<file path="src/rtl/fighter_player.sv">
// One fighter per side: movement, hit/knockback, jump airtime, wait-regen and KO, updated once per game tick.
// Optional FIGHTER_HIT_STATS_EN adds an 8-bit saturating hits_taken counter.
module fighter_player #(
  parameter int NUM_POS     = 3,
  parameter int POS_W       = 2,
  parameter int HP_W        = 3,
  parameter int HP_MAX      = 5,
  parameter int START_POS   = 2,
  parameter int PUNCH_DMG   = 2,
  parameter int KICK_DMG    = 1,
  parameter int PUNCH_RANGE = 0,
  parameter int KICK_RANGE  = 1,
  parameter int JUMP_TICKS  = 2,
  parameter int REGEN_WAIT  = 2,
  parameter int MIRROR      = 0
) (
  input  logic             clk,
  input  logic             rst_n,
  input  logic             tick,
  input  logic [5:0]       own_action,
  input  logic [5:0]       opp_action,
  input  logic [POS_W-1:0] opp_loc,
  output logic [POS_W-1:0] loc,
  output logic [HP_W-1:0]  health,
  output logic             airborne,
  output logic             ko,
  output logic             hit_pulse
`ifdef FIGHTER_HIT_STATS_EN
  ,
  output logic [7:0]       hits_taken
`endif
);

  localparam logic [1:0] S_GROUND = 2'd0;
  localparam logic [1:0] S_AIR    = 2'd1;
  localparam logic [1:0] S_KO     = 2'd2;

  localparam int RC_W = $clog2(REGEN_WAIT + 1);
  localparam int AC_W = $clog2(JUMP_TICKS + 1);

  localparam logic [POS_W-1:0] L_WALL     = POS_W'(NUM_POS - 1);
  localparam logic [POS_W-1:0] L_START    = POS_W'(START_POS);
  localparam logic [POS_W:0]   L_P_RANGE  = (POS_W + 1)'(PUNCH_RANGE);
  localparam logic [POS_W:0]   L_K_RANGE  = (POS_W + 1)'(KICK_RANGE);
  localparam logic [HP_W-1:0]  L_HP_MAX   = HP_W'(HP_MAX);
  localparam logic [HP_W-1:0]  L_P_DMG    = HP_W'(PUNCH_DMG);
  localparam logic [HP_W-1:0]  L_K_DMG    = HP_W'(KICK_DMG);
  localparam logic [RC_W-1:0]  L_RC_LAST  = RC_W'(REGEN_WAIT - 1);
  localparam logic [AC_W-1:0]  L_AIR_INIT = AC_W'(JUMP_TICKS);

  logic [1:0]       r_state, w_state_nxt;
  logic [POS_W-1:0] r_loc, w_loc_nxt;
  logic [HP_W-1:0]  r_hp, w_hp_nxt;
  logic [RC_W-1:0]  r_regen, w_regen_nxt;
  logic [AC_W-1:0]  r_air, w_air_nxt;
  logic             r_hit_pulse;

  // Malformed (zero or multi-hot) actions decode to idle on either side.
  logic w_own_ok, w_opp_ok;
  logic w_own_punch, w_own_kick, w_own_jump, w_own_wait, w_toward, w_away;
  logic w_opp_punch, w_opp_kick;
  logic [POS_W:0] w_dist;
  logic w_in_p, w_in_k, w_punch_hit, w_kick_hit, w_kick_blocked, w_knock;
  logic [HP_W-1:0] w_dmg;

  assign w_own_ok    = $onehot(own_action);
  assign w_opp_ok    = $onehot(opp_action);
  assign w_own_punch = w_own_ok & own_action[0];
  assign w_own_kick  = w_own_ok & own_action[1];
  assign w_own_jump  = w_own_ok & own_action[2];
  assign w_own_wait  = w_own_ok & own_action[3];
  assign w_toward    = w_own_ok & ((MIRROR != 0) ? own_action[4] : own_action[5]);
  assign w_away      = w_own_ok & ((MIRROR != 0) ? own_action[5] : own_action[4]);
  assign w_opp_punch = w_opp_ok & opp_action[0];
  assign w_opp_kick  = w_opp_ok & opp_action[1];

  assign w_dist         = {1'b0, r_loc} + {1'b0, opp_loc};
  assign w_in_p         = (w_dist <= L_P_RANGE);
  assign w_in_k         = (w_dist <= L_K_RANGE);
  assign w_punch_hit    = w_opp_punch & w_in_p;
  assign w_kick_hit     = ~w_punch_hit & w_opp_kick & w_in_k;
  // A punch thrown in punch range cancels an incoming kick entirely.
  assign w_kick_blocked = w_own_punch & w_in_p;
  assign w_knock        = w_punch_hit | (w_kick_hit & ~w_kick_blocked);

  always_comb begin
    w_dmg = '0;
    if (w_punch_hit && !w_own_punch)
      w_dmg = L_P_DMG;
    else if (w_kick_hit && !w_own_kick && !w_kick_blocked)
      w_dmg = L_K_DMG;
  end

  always_comb begin
    w_state_nxt = r_state;
    w_loc_nxt   = r_loc;
    w_hp_nxt    = r_hp;
    w_regen_nxt = r_regen;
    w_air_nxt   = r_air;
    case (r_state)
      S_GROUND: begin
        if (w_knock)
          w_loc_nxt = (r_loc == L_WALL) ? r_loc : r_loc + 1'b1;
        else if (w_toward)
          w_loc_nxt = (r_loc == '0) ? r_loc : r_loc - 1'b1;
        else if (w_away)
          w_loc_nxt = (r_loc == L_WALL) ? r_loc : r_loc + 1'b1;
        else if (w_own_jump) begin
          w_state_nxt = S_AIR;
          w_air_nxt   = L_AIR_INIT;
        end

        if (w_dmg != '0) begin
          w_regen_nxt = '0;
          if (r_hp <= w_dmg) begin
            w_hp_nxt    = '0;
            w_state_nxt = S_KO;
          end else begin
            w_hp_nxt = r_hp - w_dmg;
          end
        end else if (w_knock || !w_own_wait) begin
          w_regen_nxt = '0;
        end else if (r_regen == L_RC_LAST) begin
          w_regen_nxt = '0;
          w_hp_nxt    = (r_hp >= L_HP_MAX) ? r_hp : r_hp + 1'b1;
        end else begin
          w_regen_nxt = r_regen + 1'b1;
        end
      end
      S_AIR: begin
        w_regen_nxt = '0;
        if (r_air <= AC_W'(1)) begin
          w_air_nxt   = '0;
          w_state_nxt = S_GROUND;
        end else begin
          w_air_nxt = r_air - 1'b1;
        end
      end
      default: begin
        w_hp_nxt = '0;
      end
    endcase
  end

  always_ff @(posedge clk or negedge rst_n) begin
    if (!rst_n) begin
      r_state     <= S_GROUND;
      r_loc       <= L_START;
      r_hp        <= L_HP_MAX;
      r_regen     <= '0;
      r_air       <= '0;
      r_hit_pulse <= 1'b0;
    end else if (tick) begin
      r_state     <= w_state_nxt;
      r_loc       <= w_loc_nxt;
      r_hp        <= w_hp_nxt;
      r_regen     <= w_regen_nxt;
      r_air       <= w_air_nxt;
      r_hit_pulse <= (r_state == S_GROUND) && (w_dmg != '0);
    end else begin
      r_hit_pulse <= 1'b0;
    end
  end

`ifdef FIGHTER_HIT_STATS_EN
  logic [7:0] r_hits;
  always_ff @(posedge clk or negedge rst_n) begin
    if (!rst_n)
      r_hits <= '0;
    else if (tick && r_state == S_GROUND && w_dmg != '0 && r_hits != 8'hFF)
      r_hits <= r_hits + 8'd1;
  end
  assign hits_taken = r_hits;
`endif

  assign loc       = r_loc;
  assign health    = r_hp;
  assign airborne  = (r_state == S_AIR);
  assign ko        = (r_state == S_KO);
  assign hit_pulse = r_hit_pulse;

endmodule

</file>
<file path="config.mk">
export PLATFORM = sky130hd
export DESIGN_NAME = fighter_player
export DESIGN_NICKNAME = d
export VERILOG_FILES = /design/src/rtl/fighter_player.sv
export SDC_FILE = /design/constraint.sdc
export NUM_CORES = 1
export LEC_CHECK = 0
export CAP_MARGIN = 20
export CORE_UTILIZATION = 43
export DETAILED_ROUTE_END_ITERATION = 8
export DONT_BUFFER_PORTS = 1
export PLACE_DENSITY = 0.66
export SYNTH_ARGS = -nofsm -noshare
export SYNTH_HDL_FRONTEND = slang
export SYNTH_SLANG_ARGS = --single-unit
</file>
<file path="constraint.sdc">
create_clock -name clk -period 3.22 [get_ports clk]
set_input_delay 0.805 -clock clk [delete_from_list [all_inputs] [get_ports clk]]
set_output_delay 0.805 -clock clk [all_outputs]
set_load 0.01 [all_outputs]
</file>
# == Yosys cells after proc, flatten, opt, wreduce, memory -nomap -nowiden ==
# Cells that the tools add are included.
# op_classes
add_sub_neg,17
order_cmp,5
n_eq_ne,15
muxes,32
bitwise_logic,17
n_reduce_logical,19
# ops
op,count
2-bit two-way mux,20
3-bit two-way mux,6
1-bit bitwise AND,13
1-bit by 1-bit adder with 2-bit output,6
"3-bit != test, second input constant",4
2-bit one-hot mux with 2 select lines,3
2-bit by 2-bit adder with 3-bit output,3
"2-bit != test, second input constant",4
3-bit by 2-bit adder with 3-bit output,2
"3-bit by 1-bit == test with 1-bit output, second input constant",2
"3-bit by 1-bit less-or-equal comparator with 1-bit output, second input constant",2
3-bit one-hot mux with 2 select lines,1
6-bit AND reduction,1
3-bit nonzero test,2
5-bit AND reduction,1
"2-bit by 1-bit adder with 2-bit output, second input constant",2
"2-bit by 1-bit == test with 1-bit output, second input constant",2
"2-bit == test, second input constant",2
1-bit logical AND,4
1-bit logical NOT,4
2-bit logical NOT,2
4-bit AND reduction,1
"2-bit by 1-bit subtractor with 2-bit output, second input constant",2
"3-bit by 1-bit adder with 3-bit output, second input constant",1
other kinds (12),15
# word_totals
ff_bits,12
input_bits,17
word_cells,111

# == Longest topological paths before layout ==
# logic_depth
word_depth,17
mapped_depth,18
mapped_depth_nobuf,18

# == Worst setup path before layout ==
# No wires, ideal clock.
# synth_timing
kind,input port to flip-flop
startpoint,in opp_action[0]
endpoint,reg r_hp[0] (netlist: health[0])
arrival_ns,4.190
required_ns,3.148
setup_slack_ns,-1.042
path_stages,14
path_buffers,0
cell_sequence,inv_1 > fa_1 > fa_1 > inv_1 > ha_1 > fa_1 > nor3b_4 > nand4_1 > ha_1 > nor2b_1 > a2bb2oi_1 > nor2_1 > or4_1 > o21ai_1
# synth_between
elab_chain_len,17
elab_cells_between_ends,28
classes_between,add/sub (4); order compare (1); eq/ne (4); mux (5); bitwise (8); reduce/logical (6)
# synth_lines
item,line,rtl
from (decl),21,"input logic [5:0] opp_action,"
1-bit by 1-bit adder with 2-bit output (implied by the code),67,assign w_opp_ok = $onehot(opp_action);
2-bit by 2-bit adder with 3-bit output (implied by the code),67,
3-bit by 2-bit adder with 3-bit output (implied by the code),67,
3-bit by 1-bit == test with 1-bit output,67,
1-bit bitwise AND,74,assign w_opp_punch = w_opp_ok & opp_action[0];
1-bit bitwise AND,80,assign w_punch_hit = w_opp_punch & w_in_p;
1-bit inverter,81,assign w_kick_hit = ~w_punch_hit & w_opp_kick & w_in_k;
1-bit bitwise AND (2 in a row),81,
1-bit logical AND (2 in a row),90,else if (w_kick_hit && !w_own_kick && !w_kick_blocked)
1-bit two-way mux,90,
3-bit two-way mux,88,if (w_punch_hit && !w_own_punch)
3-bit subtractor / 3-bit less-or-equal comparator (equally long branches),"119, 115",
3-bit two-way mux,115,if (r_hp <= w_dmg) begin
3-bit two-way mux,113,if (w_dmg != '0) begin
3-bit one-hot mux with 2 select lines,100,case (r_state)
to (signal assigned),156,r_hp <= w_hp_nxt;
to (decl),53,"logic [HP_W-1:0] r_hp, w_hp_nxt;"
# Parallel ways exist; a longest one is shown, timed or not.
# A chain may end at the register's enable or synchronous reset.

# == Worst setup path in the final report ==
# layout_timing
startpoint,in opp_action[0]
endpoint,reg r_hp[2] (netlist: health[2])
# The elaborated chain is that of the path after synthesis.

==> impl_metrics.tcl <==
set metrics [dict create \
    cts_tree "yes" \
    ant_nets 0 \
    fmax_ghz 0.249 \
    htree_levels 1 \
    tritoncts.num_buffers 3 \
    fin_area_um2 1540 \
    vias 982 \
    yosysUniqueCellTypes 42 \
    synth_area_leaders "dfrtp_1, fa_1, ha_1" \
    slew_headroom_pct 71.7 \
    pwr_density_cell_nw_per_um2 677 \
    grt_pass1_vias 1036 \
    antenna_found_initial 0 \
    yosys_warnings 0 \
    worst_ir_drop_vdd_mv 0.479 \
    wl_per_cell_um 14.4 \
    leakage_uw 0.000695 \
    cp_common_cell "fa_1" \
    p_comb_share_pct 62.0 \
    seq_area_frac_synth_pct 26.3 \
    min_path_type "in -> async" \
    gp_congestion 0.788 \
    syn_inst 125 \
    cpMaxStageDelayCell "fa_1" \
    pin_count 25 \
    p_total_uw 1050 \
    post-dp-hpwl_mm 1.97 \
    layout.cells.non_filler 177 \
    grtUsageTotal_pct 20.4 \
    worstSkewPairLatency_ps 270 \
    crit_fanout 4 \
    start_kind "input pin" \
    placed_area_um2 1330 \
    grt_first_pass_wirelength_mm 4.24 \
    n_antenna_cell 0 \
    cts_root_buf "clkbuf_4" \
    end_kind "register" \
    worstPathRequired_ps 3400 \
    clk_pin_slew_ps 70 \
    violations "negative setup slack" \
    cpLargestDelayFamily "adder cells" \
    rows 18 \
    first_iter_violations 10 \
    power_frac_seq_pct 28.8 \
    crit_arrival_ps 4190 \
    final_max_slew_viol_count 0 \
    switching_power_uw 448 \
    drc 0 \
    syn_area_per_cell_um2 9.25 \
    critPathBufInv 3 \
    worstPathCellList "inv_12 -> fa_1 -> fa_1 -> inv_1 -> ha_2 -> fa_1 -> nor3b_4 -> nand4_1 -> nor2_1 -> ha_2 -> inv_2 -> fa_2 -> nor2_1 -> nand2_1 -> a21oi_2 -> nor3_1 -> o31ai_1" \
    worst_slew_pin_slew_ps 425 \
    overflow 0 \
    die_x_um 53.9 \
    synth_area_um2 1160 \
    whs_ps 221 \
    die_h_um 53.9 \
    synth_fp_nets 159 \
    slowest_delay_ps 500 \
    hold_viol 0 \
    dieArea_um2 2900 \
    io_buffers 0 \
    synth_largest_area_cell "dfrtp_1" \
    switching_share_pct 42.9 \
    drtPass1Iterations 4 \
    rsz0062_at_grt "true" \
    cts.sinks 12 \
    core_um2 2500 \
    intPower_uw 597 \
    synth-seq-cells 12 \
    maxCapViolCount 0 \
    fin_crit_sh_pct 125 \
    cts_max_path_buffers 2 \
    tns_ps -5180 \
    wl_mm 2.54 \
    post-route-min-period_ps 4020 \
    clkPwrFrac_pct 9.2 \
    vias_per_cell 5.55 \
    synth.top_cell.area_share_pct 19.5 \
    nets 182 \
    finalSetupViolCount 12 \
    critPathKind "in -> reg" \
    grt_max_degree 13 \
    clock_skew_ps 3.19 \
    fin_ws_ps -797 \
    synthToLayoutAreaGrowth_pct 33.4 \
    drive_gt1_share_pct 40.8 \
    dp.cells 167 \
    initial_core_util_pct 46.2 \
    status "finished, violations left" \
]
[synthesized netlist by cell type]
library cell  number
and2_1             1
dfstp_2            3
or2_2              1
o21ai_0            4
nor2_1             7
xor2_1             1
or4_1              1
nor3_1             3
nand4_1            4
and3_2             1
mux2_2             1
o311ai_4           1
mux2i_1            3
clkbuf_1           1
fa_1               8
o31ai_1            1
and4_2             1
a311oi_1           1
and4_1             1
and3_1             1
a21oi_1            4
ha_1               9
a21boi_0           1
and3b_2            1
nor3b_1            4
dfrtp_1            9
and4b_2            1
a2bb2oi_1          1
o21bai_1           1
nand3_1            2
inv_1             22
o211ai_1           1
nor3b_4            1
nor2b_1            3
a21boi_2           1
nand2_1            8
a21o_1             1
o2111ai_1          1
nand2b_1           2
o21a_1             1
nand4b_1           1
o21ai_1            5
[metrics by stage]
step,worst slack [ps],util [%]
finish,-797,61.7
global route,-963,61.7
CTS,-777,60.0
detailed placement,-1110,53.2
global placement,-981,53.2
floorplan,-950,-
[placed cells by master (no fill, tap or decap), drive strengths merged, types with 2 or more instances in the layout]
cell type	Yosys	routed
nor3b	5	5
nor2	7	7
nand2b	2	2
nand4	4	4
nand3	2	2
dfstp	3	3
o21ai	9	9
nor3	3	3
mux2i	3	3
and3	2	2
and4	2	2
a21oi	4	4
inv	22	22
ha	9	9
clkbuf	1	4
nor2b	3	3
fa	8	8
dfrtp	9	9
buf	0	19
a21boi	2	2
nand2	8	8
[cell families (layout without fill, tap and decap cells)]
family | count (synthesis) | after routing | synth area share (%)
and+or+nand+nor | 44 | 44 | 23.3
AOI/OAI and AO/OA | 24 | 24 | 15.0
buffers and inverters | 23 | 45 | 7.47
adders and majority gates | 17 | 17 | 23.6
DFF | 12 | 12 | 26.3
muxes | 4 | 4 | 3.57
xor gates and xnor gates | 1 | 1 | 0.758
[path summary, 6_finish.rpt]
kind / from / endpoint / slack, ps / cells after the start
worst max-delay path: opp_action[0] / health[2]$_DFFE_PN1P_ / -800 / 17
worst min-delay path: rst_n / r_air[1]$_DFFE_PN0P_ / 220 / 0
worst max register to register: loc[1]$_DFFE_PN1P_ / health[2]$_DFFE_PN1P_ / 280 / 13
worst min register to register: r_regen[1]$_DFFE_PN0P_ / r_regen[1]$_DFFE_PN0P_ / 540 / 1
max in group asynchronous: rst_n / health[2]$_DFFE_PN1P_ / 2830 / 0
min in group clk: r_regen[1]$_DFFE_PN0P_ / r_regen[1]$_DFFE_PN0P_ / 540 / 1
[power groups by stage]
| stage | Clock [uW] | Sequential (uW) | Combinational, uW |
|---|---|---|---|
| 2_1_floorplan | 0 | 277 | 359 |
| 3_3_place_gp | 0 | 296 | 475 |
| 3_5_place_dp | 0 | 301 | 498 |
| 4_1_cts | 100 | 300 | 579 |
| 5_1_grt | 109 | 312 | 727 |
| 6_report | 95.9 | 301 | 648 |
[flip-flops by register name, summed over array words and instances (netlist names)]
| name | cells |
|---|---|
| health | 3 |
| hit_pulse | 1 |
| loc | 2 |
| r_air | 2 |
| r_regen | 2 |
| r_state | 2 |
[layout make-up]
cell class / count / area, um2
clock buffer: 4 / 26.3
timing repair buffer: 19 / 169
multi-input combinational: 90 / 911
inverter: 22 / 95.1
fill: 208 / 957
tap: 30 / 37.5
sequential: 12 / 304
[per-layer routing]
metal	vias to the layer above	GRT usage (%)	share of wire (%)
met5	-	0	0
met4	0	3.95	1.3
met3	4	5.65	3.4
met2	21	37.2	54
met1	478	23.4	41
li1	479	-	-
[repair_timing]
item	in CTS	in global routing
setup buffers	8	5
pin swaps	20	15
hold buffers	0	0
setup endpoints to repair	12	12
resized for setup	23	12
Note: power is estimated with default switching activity, not from simulation.
